## config.mk

```make
export PLATFORM = sky130hd
export DESIGN_NAME = fxp_add_arbiter
export DESIGN_NICKNAME = d
export VERILOG_FILES = /design/src/rtl/fxp_pkg.sv /design/src/rtl/rr_arbiter.sv /design/src/rtl/fxp_add_arbiter.sv
export SDC_FILE = /design/constraint.sdc
export NUM_CORES = 1
export LEC_CHECK = 0
export CORE_MARGIN = 2
export CORE_UTILIZATION = 44
export CTS_CLUSTER_SIZE = 24
export DETAILED_ROUTE_END_ITERATION = 10
export HOLD_SLACK_MARGIN = 0.03
export PLACE_DENSITY = 0.94
export SLEW_MARGIN = 25
export SYNTH_ARGS = -nofsm -noshare
export SYNTH_HDL_FRONTEND = slang
export SYNTH_SLANG_ARGS = --single-unit
export TNS_END_PERCENT = 1
```

## constraint.sdc

```tcl
create_clock -name clk -period 8.75 [get_ports clk]
set_input_delay 1.75 -clock clk [delete_from_list [all_inputs] [get_ports clk]]
set_output_delay 1.75 -clock clk [all_outputs]
set_load 0.02 [all_outputs]
```

## src/rtl/fxp_pkg.sv

```systemverilog
// ---------------------------------------------------------------------------
// fxp_pkg
// Shared helpers for the fixed-point adder arbiter: width functions for the
// sum and requester-id buses, plus the output register state enum.
// No ports; imported by rr_arbiter and fxp_add_arbiter.
// ---------------------------------------------------------------------------
package fxp_pkg;

    // Sum width keeps one extra bit so the carry out of the add is never lost.
    function automatic int fxp_sum_w(input int n, input int m);
        return n + m + 1;
    endfunction

    // Index width for a set of requesters; never narrower than one bit.
    function automatic int id_w(input int num);
        return (num > 1) ? $clog2(num) : 1;
    endfunction

    // Single-entry output register occupancy.
    typedef enum logic {
        EMPTY = 1'b0,
        FULL  = 1'b1
    } outState_e;

endpackage

```

## src/rtl/rr_arbiter.sv

```systemverilog
// ---------------------------------------------------------------------------
// rr_arbiter
// Round-robin arbiter with a rotating priority pointer. Searches requests
// starting at the pointer and grants the first one found. When 'advance' is
// high the pointer moves to one past 'grant_in'.
// Ports:
//   clk, rst   : clock and synchronous active-high reset (pointer -> 0)
//   req        : request vector (already qualified by the caller)
//   advance    : a grant was consumed this cycle
//   grant_in   : index of the consumed grant
//   grant      : one-hot grant (all zero when no request)
//   grant_idx  : binary index of the granted requester
// ---------------------------------------------------------------------------
module rr_arbiter
    import fxp_pkg::*;
#(
    parameter int NUM_REQ = 4,
    localparam int IdW    = id_w(NUM_REQ)
) (
    input  logic               clk,
    input  logic               rst,
    input  logic [NUM_REQ-1:0] req,
    input  logic               advance,
    input  logic [IdW-1:0]     grant_in,
    output logic [NUM_REQ-1:0] grant,
    output logic [IdW-1:0]     grant_idx
);

    // One extra bit so pointer plus offset never overflows before the wrap.
    localparam logic [IdW:0]   NumReqW = (IdW + 1)'(NUM_REQ);
    localparam logic [IdW-1:0] LastIdx = IdW'(NUM_REQ - 1);

    logic [IdW-1:0] ptr_q;
    logic [IdW-1:0] ptr_d;
    logic [IdW:0]   sumIdx;
    logic [IdW-1:0] scanIdx;
    logic           found;

    // Walk the requests starting at the pointer, wrapping at NUM_REQ, and
    // grant the first one that is set.
    always_comb begin
        grant     = '0;
        grant_idx = '0;
        found     = 1'b0;
        sumIdx    = '0;
        scanIdx   = '0;
        for (int k = 0; k < NUM_REQ; k++) begin
            sumIdx = {1'b0, ptr_q} + (IdW + 1)'(k);
            if (sumIdx >= NumReqW) begin
                sumIdx = sumIdx - NumReqW;
            end
            scanIdx = sumIdx[IdW-1:0];
            if (!found && req[scanIdx]) begin
                found          = 1'b1;
                grant[scanIdx] = 1'b1;
                grant_idx      = scanIdx;
            end
        end
    end

    // The winner drops to lowest priority once its grant has been used.
    always_comb begin
        ptr_d = ptr_q;
        if (advance) begin
            ptr_d = (grant_in == LastIdx) ? '0 : grant_in + IdW'(1);
        end
    end

    // Pointer register.
    always_ff @(posedge clk) begin
        if (rst) begin
            ptr_q <= '0;
        end else begin
            ptr_q <= ptr_d;
        end
    end

endmodule

```

## src/rtl/fxp_add_arbiter.sv

```systemverilog
// ---------------------------------------------------------------------------
// fxp_add_arbiter
// Shares one unsigned fixed-point adder between NUM_REQ requesters. The
// round-robin winner's operand pair is added and stored in a single-entry
// output register tagged with the requester id; output supports backpressure.
// Ports:
//   clk, rst   : clock and synchronous active-high reset
//   req_valid  : per-requester operand pair valid
//   req_ready  : per-requester accept strobe (one-hot or zero)
//   req_a/b    : packed operands, requester i at [i*(N+M) +: N+M]
//   res_valid  : output register holds a sum
//   res_ready  : downstream accepts the sum
//   res_sum    : N+M+1 bit unsigned sum, carry in the MSB
//   res_id     : requester that produced res_sum
//   op_count   : sums accepted downstream, wrapping
//   busy       : same as res_valid
// ---------------------------------------------------------------------------
module fxp_add_arbiter
    import fxp_pkg::*;
#(
    parameter int NUM_REQ = 4,
    parameter int N       = 8,
    parameter int M       = 8,
    parameter int CNT_W   = 16,
    localparam int OpW    = N + M,
    localparam int SumW   = fxp_sum_w(N, M),
    localparam int IdW    = id_w(NUM_REQ)
) (
    input  logic                   clk,
    input  logic                   rst,
    input  logic [NUM_REQ-1:0]     req_valid,
    output logic [NUM_REQ-1:0]     req_ready,
    input  logic [NUM_REQ*OpW-1:0] req_a,
    input  logic [NUM_REQ*OpW-1:0] req_b,
    output logic                   res_valid,
    input  logic                   res_ready,
    output logic [SumW-1:0]        res_sum,
    output logic [IdW-1:0]         res_id,
    output logic [CNT_W-1:0]       op_count,
    output logic                   busy
);

    outState_e          state_q;
    outState_e          state_d;
    logic [SumW-1:0]    resSum_q;
    logic [SumW-1:0]    resSum_d;
    logic [IdW-1:0]     resId_q;
    logic [IdW-1:0]     resId_d;
    logic [CNT_W-1:0]   opCount_q;
    logic [CNT_W-1:0]   opCount_d;

    logic               canAccept;
    logic [NUM_REQ-1:0] arbReq;
    logic [NUM_REQ-1:0] grant;
    logic [IdW-1:0]     grantIdx;
    logic               transfer;
    logic [OpW-1:0]     opA;
    logic [OpW-1:0]     opB;
    logic [SumW-1:0]    sumNew;

    // Requests are only offered to the arbiter when the output slot is free
    // or being emptied this cycle, and never while reset is held, so the
    // ready strobes depend only on valid, res_ready and state.
    always_comb begin
        canAccept = (state_q == EMPTY) || res_ready;
        arbReq    = (canAccept && !rst) ? req_valid : '0;
        req_ready = grant;
        transfer  = |grant;
    end

    rr_arbiter #(
        .NUM_REQ (NUM_REQ)
    ) u_rr_arbiter (
        .clk       (clk),
        .rst       (rst),
        .req       (arbReq),
        .advance   (transfer),
        .grant_in  (grantIdx),
        .grant     (grant),
        .grant_idx (grantIdx)
    );

    // One-hot operand mux feeding the shared adder; zero-extend both
    // operands so the carry appears in the MSB.
    always_comb begin
        opA = '0;
        opB = '0;
        for (int i = 0; i < NUM_REQ; i++) begin
            if (grant[i]) begin
                opA = req_a[i*OpW +: OpW];
                opB = req_b[i*OpW +: OpW];
            end
        end
        sumNew = SumW'(opA) + SumW'(opB);
    end

    // Output register occupancy: a new transfer always fills it, otherwise
    // a downstream accept empties it.
    always_comb begin
        state_d = state_q;
        if (transfer) begin
            state_d = FULL;
        end else if ((state_q == FULL) && res_ready) begin
            state_d = EMPTY;
        end
    end

    // Payload and counter next values. Sum and id hold after a drain.
    always_comb begin
        resSum_d  = resSum_q;
        resId_d   = resId_q;
        opCount_d = opCount_q;
        if (transfer) begin
            resSum_d = sumNew;
            resId_d  = grantIdx;
        end
        if ((state_q == FULL) && res_ready) begin
            opCount_d = opCount_q + CNT_W'(1);
        end
    end

    // State and payload registers.
    always_ff @(posedge clk) begin
        if (rst) begin
            state_q   <= EMPTY;
            resSum_q  <= '0;
            resId_q   <= '0;
            opCount_q <= '0;
        end else begin
            state_q   <= state_d;
            resSum_q  <= resSum_d;
            resId_q   <= resId_d;
            opCount_q <= opCount_d;
        end
    end

    // Outputs decoded from the registered state.
    always_comb begin
        res_valid = (state_q == FULL);
        busy      = (state_q == FULL);
        res_sum   = resSum_q;
        res_id    = resId_q;
        op_count  = opCount_q;
    end

endmodule

```

==> Yosys cells after proc, flatten, opt, wreduce, memory -nomap -nowiden <==
Index checks and enable logic that the tools add are counted.
{ "word_totals": {"word_cells": 91, "rom_bits": 0, "latch_bits": 0, "memories": 0, "output_inout_bits": 41, "register_bits": 38, "mem_bits_rw": 0, "input_bits": 135} }
{ "op_classes": {"n_mul": 0, "n_mux": 43, "n_lt_le_gt_ge": 12, "shift": 0, "n_reduce_logical": 16, "n_addsub": 10, "bitwise_logic": 4, "n_eq_ne": 1, "div_mod_pow": 0} }
{ "ops": {"columns": ["operator", "count"], "rows": [
  ["16-bit two-way mux", 8],
  ["4-bit two-way mux", 5],
  ["2-bit two-way mux", 9],
  ["16-bit by 16-bit adder with 17-bit output", 1],
  ["16-bit by 1-bit adder with 16-bit output, second input constant", 1],
  ["1-bit two-way mux", 13],
  ["2-bit by 3-bit less-than comparator with 1-bit output, second input constant", 4],
  ["4-bit bitwise OR", 3],
  ["3-bit greater-or-equal comparator, second input constant", 3],
  ["1-bit logical AND", 9],
  ["1-bit binary-select mux with 2-bit select", 4],
  ["1-bit demux with 2-bit select", 4],
  ["2-bit by 1-bit greater-or-equal comparator with 1-bit output, second input constant", 4],
  ["2-bit by 1-bit subtractor with 2-bit output, second input constant", 4],
  ["2-bit by 2-bit adder with 3-bit output, second input constant", 2],
  ["1-bit logical NOT", 4],
  ["4-bit OR reduction", 1],
  ["2-bit by 1-bit adder with 3-bit output, second input constant", 1],
  ["2-bit by 3-bit greater-or-equal comparator with 1-bit output, second input constant", 1],
  ["2-bit by 1-bit adder with 2-bit output, second input constant", 1],
  ["2-bit equality test, second input constant", 1],
  ["2-bit nonzero test", 1],
  ["1-bit logical OR", 1],
  ["1-bit inverter", 1]
]} }

==> Depth between registers and ports, before layout <==
Gate-level depths: netlist of run 1.
{ "logic_depth": {"depth_word": 21, "depth_mapped": 21, "mapped_depth_nobuf": 18} }

==> Modules after synthesis <==
A second synthesis of run 1 with hierarchy kept.
{ "hier_totals": {"hier_cells": 519, "hier_area_um2": 3604.7} }
{ "by_module_without_submodules": {"columns": ["mod", "cells_each", "n_inst", "area_each_um2", "seq_area_each_um2"], "rows": [
  ["fxp_add_arbiter", 453, 1, 3103.0, 720.7],
  ["rr_arbiter", 66, 1, 501.7, 40.0]
]} }

==> Worst setup path before layout of run 1 <==
OpenSTA, ideal clock, no wires.
{ "synth_timing": {"path_kind": "input to register", "start": "input req_valid[2]", "end": "register resSum_q[15], in the netlist res_sum[15]", "setup_time_ns": 0.117, "t_arrival_ns": 5.718, "slack_ns": 2.915, "t_required_ns": 8.633, "n_path_buf": 2, "path_stages": 17, "path_cell_list": "mux4_2 -> nor3_1 -> a32oi_1 -> o211ai_2 -> nor2b_1 -> buf_2 -> buf_2 -> a221oi_1 -> o31ai_1 -> ha_1 -> a211oi_1 -> nor2_1 -> a31o_2 -> o41ai_1 -> o21ai_0 -> xnor2_1 -> o21ai_1"} }
{ "synth_via": {"elab_chain_len": 18, "elab_cells_between_ends": 35, "cone_classes": "add/sub: 1; mux: 24; bitwise: 3; reduce/logical: 7"} }
{ "synth_rtl": {"columns": ["element", "line_no", "rtl"], "rows": [
  ["from (decl)", "fxp_add_arbiter.sv:31", "input logic [NUM_REQ-1:0] req_valid,"],
  ["4-bit two-way mux (*)", "fxp_add_arbiter.sv:66", "arbReq = (canAccept && !rst) ? req_valid : '0;"],
  ["1-bit binary-select mux with 2-bit select", "rr_arbiter.sv:53", "if (!found && req[scanIdx]) begin"],
  ["1-bit two-way mux (not written as such)", "rr_arbiter.sv:53", null],
  ["1-bit two-way mux", "rr_arbiter.sv:53", null],
  ["1-bit logical NOT", "rr_arbiter.sv:53", null],
  ["1-bit logical AND", "rr_arbiter.sv:53", null],
  ["1-bit two-way mux", "rr_arbiter.sv:53", null],
  ["1-bit logical NOT", "rr_arbiter.sv:53", null],
  ["1-bit logical AND", "rr_arbiter.sv:53", null],
  ["1-bit two-way mux", "rr_arbiter.sv:53", null],
  ["1-bit logical NOT", "rr_arbiter.sv:53", null],
  ["1-bit logical AND", "rr_arbiter.sv:53", null],
  ["4-bit two-way mux (*)", "rr_arbiter.sv:53", null],
  ["net req_ready[0]", "fxp_add_arbiter.sv:32", "output logic [NUM_REQ-1:0] req_ready,"],
  ["16-bit two-way mux (4 in a row)", "fxp_add_arbiter.sv:89", "if (grant[i]) begin"],
  ["16-bit by 16-bit adder with 17-bit output", "fxp_add_arbiter.sv:94", "sumNew = SumW'(opA) + SumW'(opB);"],
  ["to (signal assigned)", "fxp_add_arbiter.sv:131", "resSum_q <= resSum_d;"],
  ["to (decl)", "fxp_add_arbiter.sv:45", "logic [SumW-1:0] resSum_q;"]
]} }
Mark *: on every way through the listed nets, which the timed path passes. The rest lies on a longest branch. The select of a mux whose other input is x is not followed.
A chain may end at the register's enable or synchronous reset.

==> Worst setup path in the final report of run 1 <==
{ "layout_timing": {"start": "input rst", "end": "register resSum_q[15], in the netlist res_sum[15]"} }
{ "layout_via": {"elab_chain_len": 20, "elab_cells_between_ends": 37, "cone_classes": "add/sub: 1; mux: 24; bitwise: 3; reduce/logical: 9"} }
{ "layout_rtl": {"columns": ["element", "line_no", "rtl"], "rows": [
  ["from (decl)", "fxp_add_arbiter.sv:30", "input logic rst,"],
  ["1-bit logical NOT", "fxp_add_arbiter.sv:66", null],
  ["1-bit logical AND", "fxp_add_arbiter.sv:66", null],
  ["4-bit two-way mux", "fxp_add_arbiter.sv:66", null],
  ["1-bit binary-select mux with 2-bit select", "rr_arbiter.sv:53", null],
  ["1-bit two-way mux (not written as such)", "rr_arbiter.sv:53", null],
  ["1-bit two-way mux", "rr_arbiter.sv:53", null],
  ["1-bit logical NOT", "rr_arbiter.sv:53", null],
  ["1-bit logical AND", "rr_arbiter.sv:53", null],
  ["1-bit two-way mux", "rr_arbiter.sv:53", null],
  ["1-bit logical NOT", "rr_arbiter.sv:53", null],
  ["1-bit logical AND", "rr_arbiter.sv:53", null],
  ["1-bit two-way mux", "rr_arbiter.sv:53", null],
  ["1-bit logical NOT", "rr_arbiter.sv:53", null],
  ["1-bit logical AND", "rr_arbiter.sv:53", null],
  ["4-bit two-way mux", "rr_arbiter.sv:53", null],
  ["16-bit two-way mux (4 in a row)", "fxp_add_arbiter.sv:89", null],
  ["16-bit by 16-bit adder with 17-bit output", "fxp_add_arbiter.sv:94", null]
]} }
Several ways; a longest one is shown, not always the timed one. The select of a mux whose other input is x is not followed.

==> flow_metrics.py, run 1 <==
metrics = {
    "synth": {
        "synth.yosys.seq_area_share_pct": 21.8,
        "ys_top_cells_by_area": "sky130_fd_sc_hd__dfxtp_1 22%, sky130_fd_sc_hd__ha_1 8.3%, sky130_fd_sc_hd__nand2_1 8.1%, sky130_fd_sc_hd__a221oi_1 8.0%, sky130_fd_sc_hd__nor2_1 6.9%",
        "postSynthRegisterBits": 38,
        "yosysUniqueCellTypes": 49,
        "synth_warnings": 0,
        "ys.flop_type": "sky130_fd_sc_hd__dfxtp_1",
        "synth.largest_area_cell": "sky130_fd_sc_hd__dfxtp_1",
        "synth_top_area_share_pct": 21.8,
        "synthesis.area_per_instance_um2": 7.43,
        "synthesis.instances": 469,
        "async_flop_share_pct": 0,
        "synthesis.area_mm2": 0.00348,
        "syn_nets": 628,
        "synth_edf_count": 0,
    },
    "worst_setup_path": {
        "required_time_of_the_worst_setup_path_ps": 8930,
        "reg2regPathDepth": 17,
        "critical_path_arrival_ps": 7330,
        "rr_startpoint": "u_rr_arbiter.ptr_q[0]$_SDFFE_PP0P_",
        "path_max_fanout": 32,
        "reg2reg_setup_slack_ps": 2480,
        "kind_of_launch_point_of_the_worst_setup_path": "input port",
        "worstReg2RegEnd": "res_sum[15]$_SDFFE_PP0P_",
        "end_kind": "flop",
        "crit_type": "input port to flop",
    },
    "cts": {
        "cts_repair_resize_count": 0,
        "cts-htree-levels": 2,
        "clockBufferDepth": 2,
        "root_buffer": "sky130_fd_sc_hd__clkbuf_8",
        "postCtsSetupBuffers": 0,
        "clk-insertion-delay-late_ps": 290,
        "numCtsBuffers": 5,
        "clock_input_transition_at_the_sequential_cells_of_the_worst_setup_and_hold_paths_ps": 70,
        "tritoncts": "yes",
        "post_cts_hold_buffer_count": 0,
        "cts_sink_count": 38,
    },
    "floorplanning": {
        "ioPinCount": 176,
        "std_cell_core_area_mm2": 0.00769,
        "die_w_um": 93.0,
        "rows": 32,
        "floorplan.initialDensity_pct": 45.3,
        "die_y_um": 93.0,
        "design.die.area_mm2": 0.00864,
    },
    "cells_and_area": {
        "fillCellCount": 590,
        "areaGrowthSynthToFinish_pct": 52.9,
        "layoutNonFillerInstCount": 724,
        "num-nets-final": 779,
        "post_route_cells_drive_above_1_share_pct": 4.67,
        "fin_util_pct": 69.3,
    },
    "timing": {
        "fin_setup_tns_ps": 0,
        "fin_crit_ps": 7150,
        "timing.fmax_ghz": 0.140,
        "timing_hold_violations_final": 0,
        "setup_repair_after_global_routing_missed_its_margin": "false",
        "worst_slew_margin_pct": 41.5,
        "max_slew.worst_pin.slew_ps": 875,
        "fin_worst_hold_slack_ps": 462,
        "clock_skew_ps": 6.29,
        "setup-violations-final": 0,
        "slew_violations": 0,
        "fin_crit_sh_pct": 81.8,
    },
    "global_route": {
        "global_route.overflow_total": 0,
        "wire_length_of_the_first_global_routing_pass_mm": 18.7,
        "grt_pass1_vias": 3886,
        "antenna_violations_before_repair": 1,
        "grt_util_all_layers_pct": 26.7,
        "maximum_number_of_pins_on_one_net_before_global_route_repair": 68,
    },
    "outcome": {
        "result_of_the_run": "complete, no violations",
    },
    "worst_hold_path": {
        "holdPathStages": 2,
        "hold_start": "res_sum[12]$_SDFFE_PP0P_",
        "worst_hold_path.endpoint": "res_sum[12]$_SDFFE_PP0P_",
        "min-delay-path-class": "flop to flop",
    },
    "power_and_ir_drop": {
        "peakVddDrop_uv": 162,
        "cell_area_power_density_mw_per_mm2": 306,
        "power.static_leakage_nw": 1.93,
    },
    "detailed_routing": {
        "dr_total_vias": 4317,
        "antenna_left": 0,
        "routed_wire_length_mm": 12.1,
        "drt-vias-per-instance": 5.96,
        "detailedRoute.firstPassIterationCount": 6,
        "drc": 0,
        "count_of_routing_violations_after_the_opening_detailed_route_iteration": 382,
        "route.detailed.wl_per_inst_um": 16.6,
    },
    "placement": {
        "io_buffers": 175,
        "dp.cells": 715,
        "dp_hpwl_mm": 9.39,
        "gpl.final_weighted_congestion": 0.966,
    },
    "flow_run": {
        "max-cap-violations": 0,
    },
}
layout make-up:
type	count	area, um2	area share [%]
multi-input cells	385	2510	47.2
repair buffers	180	1790	33.6
flip-flops and latches	38	761	14.3
well taps	102	128	2.40
clock buffers	6	82.6	1.55
inverters	10	40.0	0.752
clock inverters	2	12.5	0.235
diodes	1	2.50	0.0470
logic make-up (layout without fill, tap and decap cells):
| family | Yosys count | after routing | synth area share [%] |
|---|---|---|---|
| simple gates | 192 | 192 | 24.6 |
| compound gates | 136 | 136 | 28.4 |
| buf+inv | 46 | 198 | 6.25 |
| flops | 38 | 38 | 21.8 |
| fa+ha+maj | 24 | 24 | 8.84 |
| xor+xnor | 24 | 24 | 6.03 |
| mux | 9 | 9 | 4.09 |
| other cells | 0 | 1 | 0 |
cells in the final DEF (no fill, tap or decap), drive strengths merged, types with 4 or more instances in the layout:
| cell type | instances |
|---|---|
| mux4 | 4 |
| nor2b | 6 |
| nor3 | 6 |
| a211oi | 6 |
| a31oi | 4 |
| nand4 | 5 |
| ha | 23 |
| nand2 | 75 |
| nor2 | 64 |
| xor2 | 15 |
| nand3 | 12 |
| a21oi | 27 |
| o31ai | 32 |
| a221oi | 32 |
| buf | 5 |
| and3 | 4 |
| o21ai | 14 |
| clkdlybuf4s50 | 175 |
| dfxtp | 38 |
| nor4 | 5 |
| o211ai | 7 |
| or3 | 5 |
| clkbuf | 6 |
| xnor2 | 9 |
| inv | 10 |
registers in the layout, summed over array words and instances, names as in the netlist:
signal,count
busy,1
res_id,2
u_rr_arbiter.ptr_q,2
op_count,16
res_sum,17
synthesized netlist by cell type, types with 2 or more instances:
| library cell | number |
|---|---|
| sky130_fd_sc_hd__a211oi_1 | 5 |
| sky130_fd_sc_hd__o21bai_1 | 2 |
| sky130_fd_sc_hd__nor3_1 | 6 |
| sky130_fd_sc_hd__nor2_1 | 64 |
| sky130_fd_sc_hd__a32oi_1 | 3 |
| sky130_fd_sc_hd__nand2_1 | 75 |
| sky130_fd_sc_hd__nand4_1 | 5 |
| sky130_fd_sc_hd__nor2b_1 | 6 |
| sky130_fd_sc_hd__dfxtp_1 | 38 |
| sky130_fd_sc_hd__mux2_2 | 2 |
| sky130_fd_sc_hd__a221oi_1 | 32 |
| sky130_fd_sc_hd__nand3b_1 | 2 |
| sky130_fd_sc_hd__o41ai_1 | 2 |
| sky130_fd_sc_hd__xnor2_1 | 9 |
| sky130_fd_sc_hd__and3_1 | 4 |
| sky130_fd_sc_hd__o21ai_1 | 3 |
| sky130_fd_sc_hd__a21oi_1 | 27 |
| sky130_fd_sc_hd__o21ai_0 | 11 |
| sky130_fd_sc_hd__o211ai_2 | 2 |
| sky130_fd_sc_hd__buf_4 | 3 |
| sky130_fd_sc_hd__ha_1 | 23 |
| sky130_fd_sc_hd__clkbuf_1 | 23 |
| sky130_fd_sc_hd__and4_1 | 3 |
| sky130_fd_sc_hd__mux2i_1 | 3 |
| sky130_fd_sc_hd__o31ai_1 | 32 |
| sky130_fd_sc_hd__nand3_1 | 12 |
| sky130_fd_sc_hd__o211ai_1 | 5 |
| sky130_fd_sc_hd__inv_1 | 8 |
| sky130_fd_sc_hd__xor2_1 | 15 |
| sky130_fd_sc_hd__or3_1 | 5 |
| sky130_fd_sc_hd__nor3b_1 | 3 |
| sky130_fd_sc_hd__a31oi_1 | 4 |
| sky130_fd_sc_hd__nor4_1 | 4 |
| sky130_fd_sc_hd__mux4_2 | 4 |
| sky130_fd_sc_hd__buf_2 | 7 |
| sky130_fd_sc_hd__a21o_1 | 2 |
| sky130_fd_sc_hd__buf_6 | 3 |
power by group:
part	switching, mW	internal, mW
sequential	0.0266	0.204
combinational	0.735	0.541
clock	0.0618	0.0633
total	0.823	0.808
per-layer routing:
layer	vias to the layer above	routed length, um	global-route usage, %
met2	241	6040	46.1
met1	2020	4810	34.2
met5	-	0	0
met3	20	938	4.19
met4	0	262	8.58
li1	2036	-	-
critical path: stages:
cell and delay [ps]:
sky130_fd_sc_hd__clkdlybuf4s50_1 860, sky130_fd_sc_hd__nor4_1 660, sky130_fd_sc_hd__o21ai_1 250, sky130_fd_sc_hd__o211ai_2 290
sky130_fd_sc_hd__nor2b_4 690, sky130_fd_sc_hd__a221oi_1 190, sky130_fd_sc_hd__o31ai_1 460, sky130_fd_sc_hd__ha_1 320
sky130_fd_sc_hd__a211oi_1 270, sky130_fd_sc_hd__nor2_1 110, sky130_fd_sc_hd__a31o_2 250, sky130_fd_sc_hd__o41ai_1 670
sky130_fd_sc_hd__o21ai_0 270, sky130_fd_sc_hd__xnor2_1 200, sky130_fd_sc_hd__o21ai_1 70
worst max-delay path by stage:
stage | end | start | slack (ps) | cells after the start
floorplan | res_sum[15]$_SDFFE_PP0P_ | req_valid[2] | 2920 | 17
finish | res_sum[15]$_SDFFE_PP0P_ | rst | 1600 | 15
global route | res_sum[15]$_SDFFE_PP0P_ | rst | 1120 | 15
global placement | res_sum[15]$_SDFFE_PP0P_ | rst | 1360 | 15
detailed placement | res_sum[15]$_SDFFE_PP0P_ | rst | 1460 | 15
CTS | res_sum[15]$_SDFFE_PP0P_ | rst | 1690 | 15
per-stage QoR:
stage | setup WS (ps) | cell area [um2] | total power, mW
detailed placement | 1460 | 5230 | 1.48
CTS | 1690 | 5330 | 1.62
global route | 1120 | 5330 | 1.76
floorplan | 2920 | 3480 | 1.16
global placement | 1360 | 5230 | 1.44
finish | 1600 | 5330 | 1.63
Note: power is estimated with default switching activity, not from simulation.
==> run 2, diff against run 1 <==
--- a/config.mk
+++ b/config.mk
@@ -6,11 +6,11 @@
 export NUM_CORES = 1
 export LEC_CHECK = 0
 export CORE_MARGIN = 2
-export CORE_UTILIZATION = 44
+export CORE_UTILIZATION = 41
 export CTS_CLUSTER_SIZE = 24
 export DETAILED_ROUTE_END_ITERATION = 10
 export HOLD_SLACK_MARGIN = 0.03
-export PLACE_DENSITY = 0.94
+export PLACE_DENSITY = 0.89
 export SLEW_MARGIN = 25
 export SYNTH_ARGS = -nofsm -noshare
 export SYNTH_HDL_FRONTEND = slang
==> constraint.sdc (replaced) <==
create_clock -name clk -period 6.6 [get_ports clk]
set_input_delay 1.32 -clock clk [delete_from_list [all_inputs] [get_ports clk]]
set_output_delay 1.32 -clock clk [all_outputs]
set_load 0.02 [all_outputs]
==> flow_metrics.py, run 2 (same netlist as run 1, synthesis figures left out) <==
metrics = {
    "floorplanning": {
        "die_y_um": 96.2,
        "std_cell_core_area_mm2": 0.00822,
        "ioPinCount": 176,
        "rows": 33,
        "die_w_um": 96.2,
        "floorplan.initialDensity_pct": 42.4,
        "design.die.area_mm2": 0.00925,
    },
    "worst_setup_path": {
        "required_time_of_the_worst_setup_path_ps": 6780,
        "end_kind": "flop",
        "kind_of_launch_point_of_the_worst_setup_path": "input port",
        "cpMaxStageDelayCell": "sky130_fd_sc_hd__o41ai_1",
        "worstReg2RegEnd": "res_sum[15]$_SDFFE_PP0P_",
        "crit_type": "input port to flop",
        "timing.critical_path.slowest_cell_delay_ps": 660,
        "reg2regPathDepth": 17,
        "cp_cell_sequence": "clkdlybuf4s50_1, mux4_2, nor3_1, nand3_1, and4_1, inv_4, a221oi_1, o31ai_1, ha_1, a211oi_1, nor2_1, a31o_2, o41ai_1, o21ai_0, xnor2_1, o21ai_1",
        "reg2reg_setup_slack_ps": 870,
        "critical_path_arrival_ps": 6160,
        "rr_startpoint": "u_rr_arbiter.ptr_q[0]$_SDFFE_PP0P_",
        "path_max_fanout": 35,
    },
    "cells_and_area": {
        "post_route_cells_drive_above_1_share_pct": 5.28,
        "multi_input_area_mm2": 0.00251,
        "fin_util_pct": 65.3,
        "most_frequent_cells_in_the_layout": "175 x sky130_fd_sc_hd__clkdlybuf4s50_1, 75 x sky130_fd_sc_hd__nand2_1, 64 x sky130_fd_sc_hd__nor2_1",
        "num-nets-final": 783,
        "fillCellCount": 661,
        "largest_register_ffs": 17,
        "areaGrowthSynthToFinish_pct": 54.1,
        "area.sequential_um2": 761,
        "insertedDiodeCount": 0,
        "most_common_cell_after_layout_fill_and_taps_aside": "sky130_fd_sc_hd__clkdlybuf4s50_1",
        "layoutNonFillerInstCount": 730,
    },
    "global_route": {
        "maximum_number_of_pins_on_one_net_before_global_route_repair": 68,
        "antenna_violations_before_repair": 0,
        "global_route.overflow_total": 0,
        "wire_length_of_the_first_global_routing_pass_mm": 18.1,
        "grt_util_all_layers_pct": 24.3,
        "grt_pass1_vias": 3912,
    },
    "timing": {
        "fin_crit_sh_pct": 90.6,
        "timing.fmax_ghz": 0.167,
        "fin_crit_ps": 5980,
        "max_slew.worst_pin.slew_ps": 725,
        "setup_repair_after_global_routing_missed_its_margin": "false",
        "slew_violations": 0,
        "timing_hold_violations_final": 0,
        "setup-violations-final": 0,
        "clock_skew_ps": 6.81,
        "fin_setup_tns_ps": 0,
        "worst_slew_margin_pct": 51.0,
    },
    "worst_hold_path": {
        "holdPathStages": 2,
        "hold_start": "res_id[1]$_SDFFE_PP0P_",
        "min-delay-path-class": "flop to flop",
        "worst_hold_path.endpoint": "res_id[1]$_SDFFE_PP0P_",
    },
    "cts": {
        "cts-htree-levels": 2,
        "clockBufferDepth": 2,
        "cts_repair_resize_count": 0,
        "clk-insertion-delay-late_ps": 290,
        "cts_sink_count": 38,
        "post_cts_hold_buffer_count": 0,
        "root_buffer": "sky130_fd_sc_hd__clkbuf_8",
        "postCtsSetupBuffers": 0,
        "tritoncts": "yes",
        "clock_input_transition_at_the_sequential_cells_of_the_worst_setup_and_hold_paths_ps": 80,
        "numCtsBuffers": 5,
    },
    "flow_run": {
        "max-cap-violations": 0,
    },
    "placement": {
        "dp.cells": 722,
        "io_buffers": 175,
        "gpl.final_weighted_congestion": 0.938,
        "dp_hpwl_mm": 9.50,
    },
    "detailed_routing": {
        "routed_wire_length_mm": 11.7,
        "drc": 0,
        "count_of_routing_violations_after_the_opening_detailed_route_iteration": 334,
        "route.detailed.wl_per_inst_um": 16.0,
        "antenna_left": 0,
        "detailedRoute.firstPassIterationCount": 5,
        "drt-vias-per-instance": 5.78,
        "dr_total_vias": 4223,
    },
    "power_and_ir_drop": {
        "cell_area_power_density_mw_per_mm2": 402,
        "peakVddDrop_uv": 196,
        "finalPower_mw": 2.16,
        "power.static_leakage_nw": 1.95,
    },
    "outcome": {
        "result_of_the_run": "complete, no violations",
    },
}
## run 2: cell types whose count changed in the layout (fill, tap and decap cells not counted), sizes merged
cell / before / now
buf: 5 / 9
diode: 1 / 0
## run 2: how the worst max path moves through the flow
stage | slack (ps) | to | depth (start not counted) | from
after floorplan | 1200 | res_sum[15]$_SDFFE_PP0P_ | 17 | req_valid[2]
after global placement | 550 | res_sum[15]$_SDFFE_PP0P_ | 16 | req_valid[0]
after detailed placement | 400 | res_sum[15]$_SDFFE_PP0P_ | 16 | req_valid[0]
after CTS | 690 | res_sum[15]$_SDFFE_PP0P_ | 16 | req_valid[0]
after global routing | 260 | res_sum[13]$_SDFFE_PP0P_ | 16 | req_valid[0]
final | 620 | res_sum[15]$_SDFFE_PP0P_ | 16 | req_valid[0]
## run 2: worst max-delay path: cells and delay by family
| family | cells | cell delay, ps |
|---|---|---|
| xor gates and xnor gates | 1 | 180 |
| muxes | 1 | 560 |
| buffers and inverters | 2 | 800 |
| AOI/OAI and AO/OA | 7 | 2020 |
| adders and majority gates | 1 | 330 |
| and+or+nand+nor | 4 | 930 |
## run 2: cell type report
type	count	share of cell area [%]
clock buffers	6	1.54
clock inverters	2	0.233
inverters	10	0.746
multi-input cells	385	46.7
flip-flops and latches	38	14.2
well taps	105	2.45
repair buffers	184	34.1
## run 2: metal layers
metal | up-vias | GRT usage (%) | wire [um]
li1 | 2050 | - | -
met1 | 1936 | 30.5 | 4740
met2 | 208 | 42.2 | 5670
met3 | 29 | 4.23 | 956
met4 | 0 | 7.62 | 296
met5 | - | 0 | 0
## run 2: where the power goes
group          internal [mW]  total [mW]  switching, mW
sequential             0.270       0.303         0.0327
combinational          0.728        1.69          0.963
clock                 0.0839       0.165         0.0814
## run 2: metrics by stage
stage / cell area, um2 / hold WS, ps / setup WS [ps]
finish: 5370 / 452 / 618
global route: 5370 / 472 / 258
CTS: 5370 / 455 / 688
detailed placement: 5270 / 445 / 400
global placement: 5270 / 439 / 555
floorplan: 3480 / 528 / 1200
